<file path="config.mk">
export PLATFORM = sky130hd
export DESIGN_NAME = pwm_multi_drive
export DESIGN_NICKNAME = d
export VERILOG_FILES = /design/src/rtl/pwm_multi_drive.sv
export SDC_FILE = /design/constraint.sdc
export NUM_CORES = 1
export LEC_CHECK = 0
export CORE_MARGIN = 4
export CORE_UTILIZATION = 35
export DETAILED_ROUTE_END_ITERATION = 10
export PLACE_DENSITY_LB_ADDON = 0.1
export SYNTH_ARGS = -nofsm -noshare
export SYNTH_HDL_FRONTEND = slang
export SYNTH_SLANG_ARGS = --single-unit
</file>
<file path="constraint.sdc">
create_clock -name clk -period 3.59 [get_ports clk]
set_clock_uncertainty 0.2 [all_clocks]
set_input_delay 0.718 -clock clk [delete_from_list [all_inputs] [get_ports clk]]
set_output_delay 0.718 -clock clk [all_outputs]
set_load 0.1 [all_outputs]
</file>
<file path="src/rtl/pwm_multi_drive.sv">
// Multi-channel PWM generator: shared prescaler/period counter, shadowed duty and polarity.
// Optional CENTER_ALIGN_EN adds a center input selecting triangle (center-aligned) counting.
module pwm_multi_drive #(
    parameter int CH = 4,
    parameter int CW = 16,
    parameter int PW = 8
) (
    input  logic            clk,
    input  logic            rsn,
    input  logic            en,
    input  logic [PW-1:0]   prescale,
    input  logic [CW-1:0]   period,
    input  logic [CH*CW-1:0] duty,
    input  logic [CH-1:0]   pol,
    input  logic            upd,
`ifdef CENTER_ALIGN_EN
    input  logic            center,
`endif
    output logic            upd_ack,
    output logic            prd_tick,
    output logic [CH-1:0]   pwm_o
);

    typedef enum logic {IDLE = 1'b0, RUN = 1'b1} state_t;

    state_t             state_q;
    logic [PW-1:0]      pcnt_q;
    logic [PW-1:0]      pre_sh_q;
    logic [CW-1:0]      cnt_q;
    logic [CW-1:0]      prd_sh_q;
    logic [CH*CW-1:0]   duty_sh_q;
    logic [CH-1:0]      pol_sh_q;
    logic [CH-1:0]      pwm_q;
    logic               pend_q;
    logic               ack_q;
    logic               ptick_q;

    logic               tick;
    logic               bnd;
    logic               load;
    logic [CW-1:0]      cnt_d;
    logic [CH-1:0]      cmp;

`ifdef CENTER_ALIGN_EN
    logic               ctr_sh_q;
    logic               dir_q;
    logic               dir_d;
`endif

    always_comb begin
        tick  = (pcnt_q == pre_sh_q);
        bnd   = 1'b0;
        cnt_d = cnt_q;
`ifdef CENTER_ALIGN_EN
        dir_d = dir_q;
        if (ctr_sh_q) begin
            // End values are held one tick while the direction flips
            bnd = tick && dir_q && (cnt_q == '0);
            if (tick) begin
                if (!dir_q) begin
                    if (cnt_q == prd_sh_q) dir_d = 1'b1;
                    else                   cnt_d = cnt_q + 1'b1;
                end else begin
                    if (cnt_q == '0) dir_d = 1'b0;
                    else             cnt_d = cnt_q - 1'b1;
                end
            end
        end else begin
            bnd   = tick && (cnt_q == prd_sh_q);
            dir_d = 1'b0;
            if (tick) cnt_d = bnd ? '0 : cnt_q + 1'b1;
        end
`else
        bnd = tick && (cnt_q == prd_sh_q);
        if (tick) cnt_d = bnd ? '0 : cnt_q + 1'b1;
`endif
        if (state_q == IDLE) load = en || upd;
        else                 load = en && bnd && (pend_q || upd);
    end

    always_comb begin
        cmp = '0;
        for (int i = 0; i < CH; i++)
            cmp[i] = (cnt_q < duty_sh_q[i*CW +: CW]) ^ pol_sh_q[i];
    end

    always_ff @(posedge clk or negedge rsn) begin
        if (!rsn) begin
            state_q   <= IDLE;
            pcnt_q    <= '0;
            cnt_q     <= '0;
            pre_sh_q  <= '0;
            prd_sh_q  <= '0;
            duty_sh_q <= '0;
            pol_sh_q  <= '0;
            pend_q    <= 1'b0;
            ack_q     <= 1'b0;
            ptick_q   <= 1'b0;
            pwm_q     <= '0;
`ifdef CENTER_ALIGN_EN
            ctr_sh_q  <= 1'b0;
            dir_q     <= 1'b0;
`endif
        end else begin
            ack_q  <= load;
            pend_q <= (pend_q || upd) && !load;
            if (load) begin
                pre_sh_q  <= prescale;
                prd_sh_q  <= period;
                duty_sh_q <= duty;
                pol_sh_q  <= pol;
`ifdef CENTER_ALIGN_EN
                ctr_sh_q  <= center;
`endif
            end
            unique case (state_q)
                IDLE: begin
                    pcnt_q  <= '0;
                    cnt_q   <= '0;
                    ptick_q <= 1'b0;
                    pwm_q   <= pol_sh_q;
`ifdef CENTER_ALIGN_EN
                    dir_q   <= 1'b0;
`endif
                    if (en) state_q <= RUN;
                end
                RUN: begin
                    if (!en) begin
                        state_q <= IDLE;
                        pcnt_q  <= '0;
                        cnt_q   <= '0;
                        ptick_q <= 1'b0;
                        pwm_q   <= pol_sh_q;
`ifdef CENTER_ALIGN_EN
                        dir_q   <= 1'b0;
`endif
                    end else begin
                        pcnt_q  <= tick ? '0 : pcnt_q + 1'b1;
                        cnt_q   <= cnt_d;
                        ptick_q <= bnd;
                        pwm_q   <= cmp;
`ifdef CENTER_ALIGN_EN
                        dir_q   <= dir_d;
`endif
                    end
                end
                default: state_q <= IDLE;
            endcase
        end
    end

    assign upd_ack  = ack_q;
    assign prd_tick = ptick_q;
    assign pwm_o    = pwm_q;

endmodule
</file>
# Word level (Yosys, flattened, before mapping)
# Cells that the tools add are included.
[totals] ff_bits=124 input_bits=96 word_cells=45
[op_classes] reduce_logical=7 eq_ne=3 muxes=13 magnitude_cmp=4 bitwise_logic=5 n_addsub=2
[op_table] op="$lt 16x16->1" count=4
[op_table] op="$mux 16" count=3
[op_table] op="$pmux 16 s2" count=1
[op_table] op="$add 16x1->16 const B" count=1
[op_table] op="$eq 16x16->1" count=1
[op_table] op="$mux 8" count=2
[op_table] op="$pmux 8 s2" count=1
[op_table] op="$add 8x1->8 const B" count=1
[op_table] op="$eq 8x8->1" count=1
[op_table] op="$pmux 4 s2" count=1
[op_table] op="$logic_and 1x1->1" count=4
[op_table] op="$mux 4" count=1
[op_table] op="$xor 1x1->1" count=4
[op_table] op="$mux 1" count=3
[op_table] op="$ne 3x2->1 const B" count=1
[op_table] op="$logic_or 1x1->1" count=2
[op_table] op="$pmux 1 s2" count=1
[op_table] op="$logic_not 1->1" count=1
[op_table] op="$not 1->1" count=1

# Logic depth before layout (Yosys ltp)
[depth] depth_word=7 mapped_depth=8 depth_no_buf=7

# Worst setup path before layout
# OpenSTA, ideal clock, no wires.
[synth_timing] path_kind="register to register" startpoint="reg cnt_q[10]" endpoint="reg duty_sh_q[0]" slack_ps=1015 stages_incl_launch_ff=9 period_less_slack_ps=2575 arrival_ps=2248 setup_time_ps=127 cell_sequence="dfrtp_1 > buf_2 > xor2_1 > nor4_2 > nand4_2 > o41ai_4 > buf_6 > buf_6 > mux2_1"
[synth_between] elab_chain_len=5
[synth_lines] element="from (decl)" line="29" text="logic [CW-1:0] cnt_q;"
[synth_lines] element="from (signal assigned)" line="139" text="cnt_q <= cnt_d;"
[synth_lines] element="$eq 16x16->1" line="74" text="bnd = tick && (cnt_q == prd_sh_q);"
[synth_lines] element="$logic_and 1x1->1" line="74"
[synth_lines] element="$logic_and 1x1->1 (2 in a row)" line="78" text="else load = en && bnd && (pend_q || upd);"
[synth_lines] element="$mux 1" line="77" text="if (state_q == IDLE) load = en || upd;"
[synth_lines] element="to (signal assigned)" line="110" text="duty_sh_q <= duty;"
[synth_lines] element="to (decl)" line="31" text="logic [CH*CW-1:0] duty_sh_q;"
# Every way passes these cells.
# A chain may end at the register's enable or synchronous reset.

# Worst setup path after layout
[layout_timing] startpoint="reg cnt_q[3]" endpoint="reg prd_sh_q[15]"
[layout_between] elab_chain_len=5
[layout_lines] element="$eq 16x16->1" line="74"
[layout_lines] element="$logic_and 1x1->1" line="74"
[layout_lines] element="$logic_and 1x1->1 (2 in a row)" line="78"
[layout_lines] element="$mux 1" line="77"
[layout_lines] element="to (signal assigned)" line="109" text="prd_sh_q <= period;"
[layout_lines] element="to (decl)" line="30" text="logic [CW-1:0] prd_sh_q;"
# Every way passes these cells.

==> metrics.txt <==
status=complete, no violations; number of synthesized register bits=124; Crit Path Class=flop to flop; DR pass1 iterations=4; total CTS buffers=17; DIE WIDTH=147 um; Nets=882; WP data required=3.68 ns; Mean Syn Cell Area=11.3 um2; total length of routed wires=16800 um; DP Wirelength=12100 um; Vias=4901; crit path to=prd_sh_q[15]$_DFFE_PN0P_; synth top area cells=dfrtp_1, mux2_1, ha_1; Initial Util=36.0%; min-delay worst type=input pin to asynchronous set/reset pin; global-route wire length before repair=27900 um; H-Tree Depth=4; clock latency on the worst-skew pair=0.41 ns; CP startpoint kind=flop; GP Congestion=0.771; Final Critical Period=3.16 ns; Die Y=147 um; I/O Buffers=101; Total GRT Usage=16.3%; Cells after Synth=603; Hold-fix buffers, CTS=0; Multi-input gate area=0.00330 mm2; share of cells above drive strength 1=10.9%; vias in the first global route=5303; Die ar.=0.0217 mm2; CP endpoint kind=flop; Rows=50; CTS clk-pin slew, worst paths=0.05 ns; initial antenna violation count=0; Worst Path Max Fanout=79; most frequent cell after synthesis=dfrtp_1; Post-synth top flop=dfrtp_1; Ports=102; fin. max-slew vios=0; CTS max path bufs=2; RSZ-0062 raised after global routing=false; worst vdd ir=0.290 mV; Post-synth EDFFs=0; Leakage=3.98 nW; final setup fails=0; Post-CTS Setup Inserts=0; CTS tree=yes; Pwr Density=460 mW/mm2; CTS resizes=0; max frequency=317 MHz; reg2reg end=prd_sh_q[15]$_DFFE_PN0P_; slew margin rel.=51.4%; Vias/cell=4.92; post-synth top area share=45.6%; register area=0.00310 mm2; TNS Setup=0 ns; final hold violation count=0; Seq/Total Area, Yosys=45.6%; synthesized area=0.00681 mm2; syn_nets=761; maxcap violations=0; commonest cells in the netlist=dfrtp_1, inv_1, mux2_1; Reg2Reg Setup Slack=0.43 ns; Synth area leader=dfrtp_1; Core ar.=0.0189 mm2; ANT nets after route=0; initial drt markers=203; Yosys cell types=41; Area Overhead vs Synth=29.0%; largest net degree at the start of global routing=98; ANT cells=0; total congestion overflow=0; final core utilization=46.5%; Routed WL per cell=16.9 um; Remaining DRCs=0; reg2reg path depth=6; fillers=1771; reg2reg start=cnt_q[3]$_DFFE_PN0P_; period utilization=88.0%; asr flop ratio synth=100%; worst path arrival time=3.25 ns; Least-Margin Pin Slew=0.724 ns; CTS sink count=124; Setup crit start=cnt_q[3]$_DFFE_PN0P_; Yosys warning count=0; Root Driver=clkbuf_16
[cells in the final DEF, fill, tap and decap left out, types with 19 or more instances in the layout]
cell	synthesis	routed
dfrtp_1	124	124
clkdlybuf4s50_1	0	94
inv_1	71	71
mux2_1	69	69
ha_1	62	62
a21oi_1	27	27
buf_4	0	24
mux2_2	23	23
xor2_1	21	21
nand2_1	20	20
nor2_1	19	19
[how the worst min path moves through the flow]
stage / from / end / slack, ns
after global routing: rsn / pre_sh_q[7]$_DFFE_PN0P_ / 0.04
after CTS: rsn / pre_sh_q[4]$_DFFE_PN0P_ / 0.03
after floorplan: rsn / cnt_q[0]$_DFFE_PN0P_ / 0.22
after detailed placement: duty_sh_q[30]$_DFFE_PN0P_ / duty_sh_q[30]$_DFFE_PN0P_ / 0.28
after global placement: duty_sh_q[10]$_DFFE_PN0P_ / duty_sh_q[10]$_DFFE_PN0P_ / 0.27
final: rsn / pre_sh_q[7]$_DFFE_PN0P_ / 0.03
[registers in the layout, summed over array words and instances, names as in the netlist]
| name | count |
|---|---|
| cnt_q | 16 |
| duty_sh_q | 64 |
| pcnt_q | 8 |
| pend_q | 1 |
| pol_sh_q | 4 |
| prd_sh_q | 16 |
| prd_tick | 1 |
| pre_sh_q | 8 |
| pwm_o | 4 |
| state_q | 1 |
| upd_ack | 1 |
[through the flow]
stage               setup slack, ns  instances  hold slack (ns)  power [W]  cell area [um2]
floorplan                      1.01        603            0.222    0.00202             6810
global placement              0.491        965            0.272    0.00224             8160
detailed placement            0.478        965            0.277    0.00226             8160
CTS                           0.459        997           0.0295    0.00410             8780
global route                  0.285        997           0.0391    0.00425             8780
finish                        0.432        997           0.0276    0.00404             8780
[layout make-up]
cell class,instances,share of cell area [%]
inverters,71,3.04
well taps,260,3.71
flip-flops and latches,124,35.4
multi-input cells,390,37.6
clock inverters,6,1.51
clock buffers,26,5.57
repair buffers,120,13.2
[power by group]
group / switching [W] / leakage [nW] / internal [W] / total, W
combinational: 0.000290 / 2.18 / 0.000296 / 0.000586
clock: 0.000593 / 0.299 / 0.00122 / 0.00181
sequential: 0.0000928 / 1.50 / 0.00155 / 0.00164
[metal layers]
layer | vias up | wire length, um | GRT usage [%]
met2 | 113 | 7770 | 25.6
met5 | - | 0 | 0
met1 | 2371 | 7880 | 21.8
met4 | 0 | 388 | 5.08
li1 | 2397 | - | -
met3 | 20 | 797 | 5.06
[cell families (layout without fill, tap and decap cells)]
kind of cell             count (synthesis)  after routing  share of synthesized area (%)
AO/OA/AOI/OAI                           83             83                           8.00
XOR/XNOR                                30             30                           3.86
adder cells (fa/ha/maj)                 62             62                           11.4
buffers and inverters                   89            223                           5.92
flip-flops                             124            124                           45.6
multiplexers                            92             92                           15.2
AND/OR/NAND/NOR                        123            123                           10.0
[worst max-delay path, cell delays in order (launching register included)]
cell     delay, ns
dfrtp_1       0.57
xor2_1        0.24
nor4_1        0.38
nand4_2       0.33
o41ai_4       0.46
buf_12        0.36
mux2_2        0.39
Power figures use the tool's default switching activity.
